==> config.mk <==
export PLATFORM = sky130hd
export DESIGN_NAME = serial_sub
export DESIGN_NICKNAME = d
export VERILOG_FILES = /design/src/rtl/serial_sub_pkg.sv /design/src/rtl/serial_sub_full_sub.sv /design/src/rtl/serial_sub.sv
export SDC_FILE = /design/constraint.sdc
export NUM_CORES = 1
export LEC_CHECK = 0
export BUFFER_PORTS_ARGS = -buffer_cell sky130_fd_sc_hd__buf_4
export CORE_UTILIZATION = 30
export DETAILED_ROUTE_END_ITERATION = 16
export SLEW_MARGIN = 40
export SYNTH_ARGS = -nofsm -noshare
export SYNTH_HDL_FRONTEND = slang
export SYNTH_SLANG_ARGS = --single-unit
==> constraint.sdc <==
create_clock -name clk -period 1.7 [get_ports clk]
set_clock_uncertainty 0.05 [all_clocks]
set_input_delay 0.17 -clock clk [delete_from_list [all_inputs] [get_ports clk]]
set_output_delay 0.17 -clock clk [all_outputs]
set_load 0.03 [all_outputs]
==> src/rtl/serial_sub_pkg.sv <==
// serial_sub_defs: state encodings shared by the bit-serial subtractor.
package serial_sub_defs;
   typedef enum logic [1:0] {
      ST_IDLE = 2'd0,
      ST_RUN  = 2'd1,
      ST_DONE = 2'd2
   } state_t;
endpackage

==> src/rtl/serial_sub_full_sub.sv <==
// full_sub: one-bit full subtractor, d = x - y - bi with borrow-out bo.
module full_sub (
   input  logic x,
   input  logic y,
   input  logic bi,
   output logic d,
   output logic bo
);
   assign d  = x ^ y ^ bi;
   assign bo = (~x & y) | (~x & bi) | (y & bi);
endmodule

==> src/rtl/serial_sub.sv <==
// serial_sub: bit-serial WIDTH-bit subtractor, LSB first, with start/busy/done handshake.
module serial_sub
   import serial_sub_defs::*;
#(
   parameter  int WIDTH = 8,
   localparam int CNT_W = $clog2(WIDTH + 1)
) (
   input  logic             clk,
   input  logic             rst,
   input  logic             start,
   input  logic [WIDTH-1:0] a,
   input  logic [WIDTH-1:0] b,
   input  logic             bin,
   output logic             busy,
   output logic             done,
   output logic [WIDTH-1:0] diff,
   output logic             bout
);
   state_t           state_q, state_d;
   logic [WIDTH-1:0] sa_q, sa_d, sb_q, sb_d, sd_q, sd_d, diff_q, diff_d;
   logic [CNT_W-1:0] cnt_q, cnt_d;
   logic             br_q, br_d, bout_q, bout_d, busy_q, busy_d, done_q, done_d;
   logic             d, bo;

   full_sub u_fs (.x(sa_q[0]), .y(sb_q[0]), .bi(br_q), .d(d), .bo(bo));

   always_comb begin
      state_d = state_q;
      sa_d    = sa_q;
      sb_d    = sb_q;
      sd_d    = sd_q;
      br_d    = br_q;
      cnt_d   = cnt_q;
      diff_d  = diff_q;
      bout_d  = bout_q;
      case (state_q)
         ST_RUN: begin
            sa_d  = sa_q >> 1;
            sb_d  = sb_q >> 1;
            sd_d  = {d, sd_q[WIDTH-1:1]};
            br_d  = bo;
            cnt_d = cnt_q + 1'b1;
            if (cnt_q == CNT_W'(WIDTH - 1)) begin
               diff_d  = sd_d;
               bout_d  = bo;
               state_d = ST_DONE;
            end
         end
         // IDLE, DONE and the unreachable encoding all accept a new request
         default: begin
            state_d = start ? ST_RUN : ST_IDLE;
            if (start) begin
               sa_d  = a;
               sb_d  = b;
               br_d  = bin;
               cnt_d = '0;
               sd_d  = '0;
            end
         end
      endcase
      busy_d = state_d == ST_RUN;
      done_d = state_d == ST_DONE;
   end

   always_ff @(posedge clk) begin
      if (rst) begin
         state_q <= ST_IDLE;
         sa_q    <= '0;
         sb_q    <= '0;
         sd_q    <= '0;
         br_q    <= 1'b0;
         cnt_q   <= '0;
         diff_q  <= '0;
         bout_q  <= 1'b0;
         busy_q  <= 1'b0;
         done_q  <= 1'b0;
      end else begin
         state_q <= state_d;
         sa_q    <= sa_d;
         sb_q    <= sb_d;
         sd_q    <= sd_d;
         br_q    <= br_d;
         cnt_q   <= cnt_d;
         diff_q  <= diff_d;
         bout_q  <= bout_d;
         busy_q  <= busy_d;
         done_q  <= done_d;
      end
   end

   assign busy = busy_q;
   assign done = done_q;
   assign diff = diff_q;
   assign bout = bout_q;
endmodule

# Word-level counts from Yosys, hierarchy flattened
# Cells that the tools add are included.
[classes] n_div=0 multipliers=0 addsub=1 n_eq_ne=4 n_lt_le_gt_ge=0 bitwise_logic=8 n_reduce_logical=3 shift=0 mux=13
[ops] cell="$mux 7" n=4
[ops] cell="$mux 8" n=2
[ops] cell="$mux 4" n=2
[ops] cell="$add 4x1->4 const B" n=1
[ops] cell="$eq 2x1->1 const B" n=2
[ops] cell="$eq 4x3->1 const B" n=1
[ops] cell="$mux 2" n=2
[ops] cell="$and 1x1->1" n=3
[ops] cell="$mux 1" n=3
[ops] cell="$eq 2x2->1 const B" n=1
[ops] cell="$or 1x1->1" n=2
[ops] cell="$reduce_and 2->1" n=1
[ops] cell="$reduce_bool 2->1" n=1
[ops] cell="$reduce_or 2->1" n=1
[ops] cell="$xor 1x1->1" n=2
[ops] cell="$not 1->1" n=1
[word_totals] regBits=42 mem_bits_ro=0 latch_bits=0 ram_bits=0 n_memories=0

# Logic depth before layout (Yosys ltp)
[depth] ltp_word=5 depth_mapped=5 mapped_depth_nobuf=5

# By module
# From an unflattened synthesis, not the netlist that was laid out.
[unflattened] hier_cells=161 hier_area_um2=1722.9
[modules_own_cells] mod="serial_sub" seq_area_each_um2=820.8 area_each_um2=1695.4 instances=1 cells_each=158
[modules_own_cells] mod="full_sub" seq_area_each_um2=0.0 area_each_um2=27.5 instances=1 cells_each=3

# Least setup slack after synthesis
# Ideal clock, no wire load.
[synth_path] path_kind="register to register" startpoint="register cnt_q[0]" endpoint="register bout_q (netlist: bout)" arrival_ns=1.206 setup_ns=0.117 t_required_ns=1.533 setup_slack_ns=0.327 period_less_slack_ns=1.373 path_buffers=1 path_stages_with_launch=6 cell_sequence="dfxtp_1 -> ha_1 -> nand2_1 -> o31a_1 -> buf_2 -> a22o_1"
[synth_between] elab_chain_len=2
[synth_rtl] item="start: declaration" line="serial_sub.sv:21" text="logic [CNT_W-1:0] cnt_q, cnt_d;"
[synth_rtl] item="start signal: assignment" line="serial_sub.sv:83" text="cnt_q <= cnt_d;"
[synth_rtl] item="$eq 4x3->1" line="serial_sub.sv:43" text="if (cnt_q == CNT_W'(WIDTH - 1)) begin"
[synth_rtl] item="$reduce_and 2->1 (no line)"
[synth_rtl] item="end signal: assignment" line="serial_sub.sv:85" text="bout_q <= bout_d;"
[synth_rtl] item="end: declaration" line="serial_sub.sv:22" text="logic br_q, br_d, bout_q, bout_d, busy_q, busy_d, done_q, done_d;"
# No other way between the ends.
# A chain may end at the register's enable or synchronous reset.

# Worst setup path in the final report
[layout_path] startpoint="register cnt_q[0]" endpoint="register diff_q[4] (netlist: diff[4])"
[layout_between] elab_chain_len=2
[layout_rtl] item="$eq 4x3->1" line="serial_sub.sv:43"
[layout_rtl] item="$reduce_and 2->1 (no line)"
[layout_rtl] item="end signal: assignment" line="serial_sub.sv:84" text="diff_q <= diff_d;"
[layout_rtl] item="end: declaration" line="serial_sub.sv:20" text="logic [WIDTH-1:0] sa_q, sa_d, sb_q, sb_d, sd_q, sd_d, diff_q, diff_d;"
# No other way between the ends.

==> flow_summary.yaml <==
power:
  pwr-share-clk: 0.332
  power_density_nw_per_um2: 921
  switching_share: 0.247
  p_int_mw: 1.38
  ir_drop_v: 0.000387
  p_seq_frac: 0.560
  combinationalPowerShare: 0.108
  p_switching_mw: 0.453
  p_leak_nw: 0.812
clock_tree:
  cts_sinks: 41
  clkLatencyLatePin_ns: 0.29
  cts_tree: "done"
  cts-resized-gates: 0
  cts_hold_buf: 0
  max-clock-path-buffers: 2
  cts.clk_slew.worst_paths_ns: 0.08
  postCtsSetupRepairBufs: 0
  htreeDepth: 2
  cts_buffers: 5
  cts_root_buf: "clkbuf_8"
sta:
  rsz0062_at_grt: "false"
  worst_pin_slew_ns: 0.442
  report.final.slew_viol_count: 0
  maxSlewHeadroom: 0.705
  fmax_ghz: 0.672
  finalSetupViolations: 0
  finalWorstSetupSlack_ns: 0.212
  hold_viol: 0
  period_needed_ns: 1.49
  fin_crit_sh: 0.875
  setup-tns-final_ns: 0
synth:
  synth_cell_type_count: 26
  ys_seq_area_frac: 0.500
  synth-seq-cells: 41
  syn_avg_cell_area_um2: 10.2
  synth_area_leaders: "dfxtp_1, mux2i_1, a211oi_1, a22o_1, nand3b_1"
  synth_area_um2: 1640
  synth_nets: 183
  ys_warn_count: 0
  yosysTopAreaCellShare: 0.500
  synthCells: 161
  synth_area_leader_cell: "dfxtp_1"
place:
  pre_cts_ws_ns: 0.213
  portBuffers: 30
  hpwl_mm: 2.11
  place_congestion: 0.693
  dp_cells: 250
critical_path:
  critPathKind: "reg -> reg"
  crit_path_max_incr_delay_ns: 0.41
  slowest_stage: "o31a_1"
  cp.arrival_ns: 1.63
  cp_cell_sequence: "ha_1 > nand2_1 > o31a_1 > a22o_1"
  critPathRequiredTime_ns: 1.84
  path_max_fanout: 11
  cp-end-kind: "flop"
  rr_worst_depth: 4
  cp-start-kind: "flop"
finish:
  syn2layout_area_growth_pct: 21.2
  nets: 209
  final_common_cell: "dfxtp_1"
  final_cells: 258
  drive_gt1_frac: 0.223
  post-route-util: 0.384
  mostFrequentLayoutCells: "dfxtp_1, buf_4, mux2i_1, a211oi_1, nor2_1"
  antenna_cells: 0
min_path:
  holdPathStages: 3
  holdCritPathClass: "in -> reg"
floorplan:
  die_h_um: 75.9
  coreArea_um2: 5170
  initial_core_util: 0.317
  die_x_um: 75.9
  dieArea_um2: 5770
  ioPinCount: 31
  rows: 26
global_route:
  grt_overflow: 0
  grt_max_degree: 32
  antenna_found_initial: 0
  grt_use_total: 0.127
  grt_pass1_wl_mm: 5.75
  grt_pass1_vias: 1232
route:
  wl_per_cell_um: 13.0
  vias_per_cell: 4.75
  ant_nets: 0
  routed-via-count: 1225
  drt-total-wl_mm: 3.35
  drt_iter0_drc: 84
  route.detailed.drc: 0
  drtPass1Iterations: 4
job:
  maxCapViolCount: 0
run_status:
  status: "finished, final reports clean"
routing by layer:
metal,part of all wire,global-route usage
met4,0.016,0.0519
met3,0.047,0.0482
met1,0.49,0.157
met2,0.45,0.199
met5,0,0
area by class of cell:
cell class | instances | area, um^2
Timing Repair Buffer | 33 | 248
Sequential cell | 41 | 821
Multi-Input combinational cell | 103 | 738
Clock inverter | 2 | 10.0
Inverter | 3 | 11.3
Tap cell | 70 | 87.6
Fill cell | 521 | 3180
Clock buffer | 6 | 72.6
cell usage after synthesis (all sizes together):
master	n
a31oi	1
dfxtp	41
ha	1
a21oi	10
a22o	9
inv	3
nor2	15
a211oi	16
clkbuf	5
nor2b	1
nor3	2
buf	9
nand2b	2
o21a	2
o31a	1
or3	1
nand3	2
fa	1
nor4	2
mux2i	17
nand2	9
nand3b	10
mux2	1
power by group through the flow:
stage          clock, mW  sequential (mW)  combinational [mW]
2_1_floorplan          0             1.05               0.140
3_3_place_gp           0             1.05               0.200
3_5_place_dp           0             1.05               0.201
4_1_cts            0.631             1.03               0.203
5_1_grt            0.671             1.03               0.223
6_report           0.607             1.03               0.198
sequential cells by signal, indices dropped and copies added (netlist names):
name and count:
diff 8, bout 1, done 1, br_q 1
sa_q 8, state_q 2, busy 1, sb_q 8
sd_q 7, cnt_q 4
critical path, delay by kind of cell, from the launching register on:
family	cells	cell delay, ns
adders and majority gates	1	0.19
and+or+nand+nor	1	0.13
AOI/OAI and AO/OA	2	0.65
DFF	1	0.36
per-stage QoR:
stage	hold slack, ns	power, mW	cell area (um^2)
5_1_grt	0.119	1.93	1990
3_5_place_dp	0.413	1.25	1910
3_3_place_gp	0.405	1.25	1910
6_report	0.120	1.83	1990
2_1_floorplan	0.225	1.19	1640
4_1_cts	0.120	1.86	1990
final timing paths:
check                             start                    to  slack, ns
setup / recovery  cnt_q[0]$_SDFFE_PP0P_  diff[4]$_SDFFE_PP0P_       0.21
hold / removal                     b[7]  sb_q[7]$_SDFFE_PP0P_       0.12
setup reg to reg  cnt_q[0]$_SDFFE_PP0P_  diff[4]$_SDFFE_PP0P_       0.21
hold reg to reg    sd_q[2]$_SDFFE_PP0P_  sd_q[1]$_SDFFE_PP0P_       0.43
cells by family after synthesis:
kind of cell    count (synthesis)  share of synthesized area
mux                            18                      0.111
compound gates                 39                      0.170
fa+ha+maj                       2                     0.0198
flops                          41                      0.500
buf+inv                        17                     0.0496
simple gates                   44                      0.150
Note: power is estimated with default switching activity, not from simulation.
